File: config.mk
export PLATFORM = sky130hd
export DESIGN_NAME = mem_port_arbiter
export DESIGN_NICKNAME = d
export VERILOG_FILES = /design/src/rtl/mem_port_arbiter.sv
export SDC_FILE = /design/constraint.sdc
export NUM_CORES = 1
export LEC_CHECK = 0
export BUFFER_PORTS_ARGS = -buffer_cell sky130_fd_sc_hd__buf_2
export CORE_AREA = 2 2 115 117
export CTS_BUF_LIST = sky130_fd_sc_hd__clkbuf_8 sky130_fd_sc_hd__clkbuf_16
export CTS_CLUSTER_SIZE = 14
export DETAILED_ROUTE_END_ITERATION = 16
export DIE_AREA = 0 0 117 119
export PLACE_DENSITY = 0.8
export SYNTH_ARGS = -nofsm -noshare
export SYNTH_HDL_FRONTEND = slang
export SYNTH_SLANG_ARGS = --single-unit
File: constraint.sdc
create_clock -name clk -period 5 [get_ports clk]
set_input_delay 0.75 -clock clk [delete_from_list [all_inputs] [get_ports clk]]
set_output_delay 0.75 -clock clk [all_outputs]
set_load 0.02 [all_outputs]
File: src/rtl/mem_port_arbiter.sv
// Two-port round-robin arbiter for the unified instruction/data memory.
// Sequences one fixed-latency access at a time and returns a one-cycle ack.
//
// Ports:
//   clk, rst              clock, synchronous active-high reset
//   p0_* (core)           req/we/addr/wdata in, ack/rdata out
//   p1_* (loader/debug)   req/we/addr/wdata in, ack/rdata out
//   mem_en/we/addr/wdata  registered strobes and payload to the memory
//   mem_rdata             memory read data, valid MEM_LAT cycles after mem_en
//   busy                  high whenever the arbiter is not idle
module mem_port_arbiter #(
  parameter int AW      = 32,
  parameter int DW      = 32,
  parameter int MEM_LAT = 2
) (
  input  logic          clk,
  input  logic          rst,
  input  logic          p0_req,
  input  logic          p0_we,
  input  logic [AW-1:0] p0_addr,
  input  logic [DW-1:0] p0_wdata,
  output logic          p0_ack,
  output logic [DW-1:0] p0_rdata,
  input  logic          p1_req,
  input  logic          p1_we,
  input  logic [AW-1:0] p1_addr,
  input  logic [DW-1:0] p1_wdata,
  output logic          p1_ack,
  output logic [DW-1:0] p1_rdata,
  output logic          mem_en,
  output logic          mem_we,
  output logic [AW-1:0] mem_addr,
  output logic [DW-1:0] mem_wdata,
  input  logic [DW-1:0] mem_rdata,
  output logic          busy
);

  typedef enum logic [1:0] {
    IDLE,
    ACCESS,
    RESP
  } state_t;

  localparam logic [3:0] LAT_INIT = 4'(MEM_LAT - 1);

  state_t     state;
  logic [3:0] lat_cnt;
  logic       last_grant;
  logic       gnt_id;
  logic       gnt_we;
  logic       pick1;
  logic       req_any;

  assign req_any = p0_req | p1_req;

  // Port choice for this IDLE cycle; only meaningful when req_any.
  // Under contention the port that did not win last time goes next.
  always_comb begin
    pick1 = 1'b0;
    unique case (1'b1)
      (p0_req & p1_req):  pick1 = ~last_grant;
      (p1_req & ~p0_req): pick1 = 1'b1;
      default:            pick1 = 1'b0;
    endcase
  end

  always_ff @(posedge clk) begin
    if (rst) begin
      state      <= IDLE;
      lat_cnt    <= '0;
      last_grant <= 1'b1;
      gnt_id     <= 1'b0;
      gnt_we     <= 1'b0;
      mem_en     <= 1'b0;
      mem_we     <= 1'b0;
      mem_addr   <= '0;
      mem_wdata  <= '0;
      p0_ack     <= 1'b0;
      p1_ack     <= 1'b0;
      p0_rdata   <= '0;
      p1_rdata   <= '0;
      busy       <= 1'b0;
    end else begin
      unique case (state)
        IDLE: begin
          if (req_any) begin
            gnt_id    <= pick1;
            gnt_we    <= pick1 ? p1_we : p0_we;
            mem_we    <= pick1 ? p1_we : p0_we;
            mem_addr  <= pick1 ? p1_addr : p0_addr;
            mem_wdata <= pick1 ? p1_wdata : p0_wdata;
            mem_en    <= 1'b1;
            lat_cnt   <= LAT_INIT;
            busy      <= 1'b1;
            state     <= ACCESS;
          end
        end
        ACCESS: begin
          // One write strobe per store, however long the access.
          mem_we <= 1'b0;
          if (lat_cnt == 4'd0) begin
            mem_en     <= 1'b0;
            last_grant <= gnt_id;
            state      <= RESP;
            if (gnt_id) begin
              p1_ack <= 1'b1;
              if (!gnt_we) p1_rdata <= mem_rdata;
            end else begin
              p0_ack <= 1'b1;
              if (!gnt_we) p0_rdata <= mem_rdata;
            end
          end else begin
            lat_cnt <= lat_cnt - 4'd1;
          end
        end
        RESP: begin
          p0_ack <= 1'b0;
          p1_ack <= 1'b0;
          busy   <= 1'b0;
          state  <= IDLE;
        end
        default: begin
          state <= IDLE;
        end
      endcase
    end
  end

endmodule

==> results.md <==
* Main flop type after synthesis: dfxtp_1
* Die Ht at 119 um
* Layout fillers at 1128
* Final TNS setup at 0 ns
* CP Data Required Time at 5.33 ns
* Post-Synth XOR/XNOR Area at 0%
* GRT Total Usage at 23.3%
* Most numerous cell in the Yosys netlist: dfxtp_1
* Clk buf depth at 2
* RSZ-0062 raised after global routing: false
* Fin crit share at 46.5%
* Worst Hold Class: register to register
* Post-DP Area at 7220 um^2
* Seq/Total Area, Yosys at 50.3%
* Worst slew margin at 26.1%
* P&R area growth vs syn at 38.4%
* Worst EP arrival at 2.66 ns
* RR Endpoint: mem_wdata[27]
* Leakage at 3.49 nW
* Critical path class: register to register
* Largest family of logic cells by synthesized area: compound AO/OA/AOI/OAI gates
* Ant diodes at 0
* Fin. max-slew vios at 0
* # Post-CTS Setup Buffers at 0
* Resized cells post-CTS at 0
* Worst skew pair latency at 0.41 ns
* Core box area at 12900 um^2
* Status: finished clean
* R2r startpoint: state[1]
* Final wirelength at 16600 um
* Yosys warns at 0
* Hold path endpoint: busy
* CTS tree: built
* Hold Buf Count CTS at 0
* Post-DP HPWL at 11500 um
* Final Instance Area at 7820 um^2
* Fin Hold WS at 0.452 ns
* Post-synthesis mux area share at 11.5%
* Critical path endpoint category: register
* Compound-cell area share of the yosys netlist at 23.6%
* Pwr Total at 3.22 mW
* Worst ir drop on vdd at 0.209 mV
* Initial antenna violation count at 0
* Actual slew at the worst max-slew pin at 1.11 ns
* Post-synth top cells: dfxtp_1, a21oi_1, nand3_1
* Number of global-route vias before repair at 5113
* Largest net degree at the start of global routing at 74
* Via/cell ratio at 5.35
* Syn avg cell area at 9.76 um^2
* CTS Root Buffer Type: clkbuf_16
* Worst Clk Skew at 0.00933 ns
* Drc violations at 0
* CP startpoint kind: register
* Final ANT Viol Nets at 0
* Core Rows at 42
* Share of layout cells above drive strength 1 at 40.2%
* Grt ovf at 0
* Post-synth EDFFs at 0
* IO Count at 299
* CP Launch Point: state[1]
* Power per standard cell area at 412 nW/um^2
* Flops & latches, synth at 142
* H-tree depth at 4
* Worst-path fanout max at 42
* Gpl congestion at 0.839
* Adder-Cell Fraction of Synth Area at 0.443%
* # placed instances at 1004
* Area share of the largest cell type after synthesis at 50.3%
* Syn nets at 747
* Fin. Hold Viols at 0
* Drt pass-1 iters at 5
* Die area at 13900 um^2
* IO Port Bufs at 298
* Sequential cell area at 2840 um^2
* Library cells used by synthesis at 36
* Simple-Gate Fraction of Synth Area at 9.01%
* Synth top area cells: dfxtp_1, mux2i_1, o2bb2ai_1
* Sink Count at 142
* Setup violators final at 0
* R2R cell count at 4
* Finished Layout Cells at 1034
* Initial DRC count at 547
* Minimum clock period at 2.32 ns
* Synth Instances at 579
* Nets at 1015
* Wire per inst at 16.1 um
* Cell area after synthesis at 5650 um^2
* Leading area contributor after synthesis: dfxtp_1
* Vias at 5536
* First-pass GRT wire length at 25500 um
* Synth async-reset ratio at 0%
* Chip width at 117 um
* Max-cap viol count at 0
* Hold path cells at 2
* Dpl ws at 2.29 ns
* Cts bufs inserted at 17
* Final Worst Setup Slack at 2.68 ns
* Worst Min Path Start: busy
* Reg2Reg Setup Slack at 2.68 ns
* Initial core utilization at 43.9%
* Util after Layout at 60.8%
* Multi-input gate area at 2580 um^2
* Fmax at 0.430 GHz
* Worst-path clk slew at 0.06 ns
[report_power, final]
part	switching (mW)	internal (mW)	total, mW
Clock	0.464	0.824	1.29
Combinational	0.416	0.226	0.642
Sequential	0.0598	1.23	1.29
[final cells by class]
class                      instances  share of cell area, %
clock buffer                      17                   5.44
clock inverter                    13                   2.25
inverter                           4                  0.192
multi-input combinational        374                   32.9
sequential                       142                   36.3
tap                              176                   2.81
timing repair buffer             308                   20.0
[cell usage in the layout (no fill, tap or decap), drive strengths merged, types with 2 or more instances in the layout]
cell type / count
ha: 2
o2bb2ai: 65
nor3: 3
mux2i: 65
nand3: 67
or4: 2
nor2: 2
bufinv: 4
a21oi: 73
inv: 6
or2: 2
nand2b: 2
clkinv: 6
dfxtp: 142
o21ai: 70
clkbuf: 17
buf: 308
nand2: 5
or3: 3
[layer usage]
metal | track usage (%) | wire (um) | vias to the layer above
li1 | - | - | 2682
met1 | 29.9 | 7110 | 2597
met2 | 37.4 | 8100 | 239
met3 | 6.56 | 1160 | 18
met4 | 8.01 | 247 | 0
met5 | 0 | 0 | -
[cell families (layout without fill, tap and decap cells)]
group / Yosys count / in the layout
compound gates: 214 / 214
fa+ha+maj: 2 / 2
buf+inv: 63 / 342
flops: 142 / 142
mux: 65 / 65
simple gates: 93 / 93
[critical path: stages (launching register included)]
cell	delay, ns
dfxtp_1	0.59
nor2_1	0.20
a21oi_4	0.89
buf_4	0.43
o2bb2ai_1	0.15
[state kept, by name, summed over array words and instances, names as in the netlist, 2 cells and up]
register   count
mem_addr      32
lat_cnt        4
mem_wdata     32
state          2
p0_rdata      32
p1_rdata      32
[how the worst max path moves through the flow]
stage	end	slack [ns]	depth (start not counted)
final	mem_wdata[27]	2.68	4
after global routing	mem_wdata[27]	2.46	4
after CTS	mem_wdata[11]	2.65	4
after detailed placement	mem_wdata[27]	2.29	5
after global placement	mem_addr[20]	2.29	5
after floorplan	mem_addr[0]	3.22	5
Note: power is estimated with default switching activity, not from simulation.
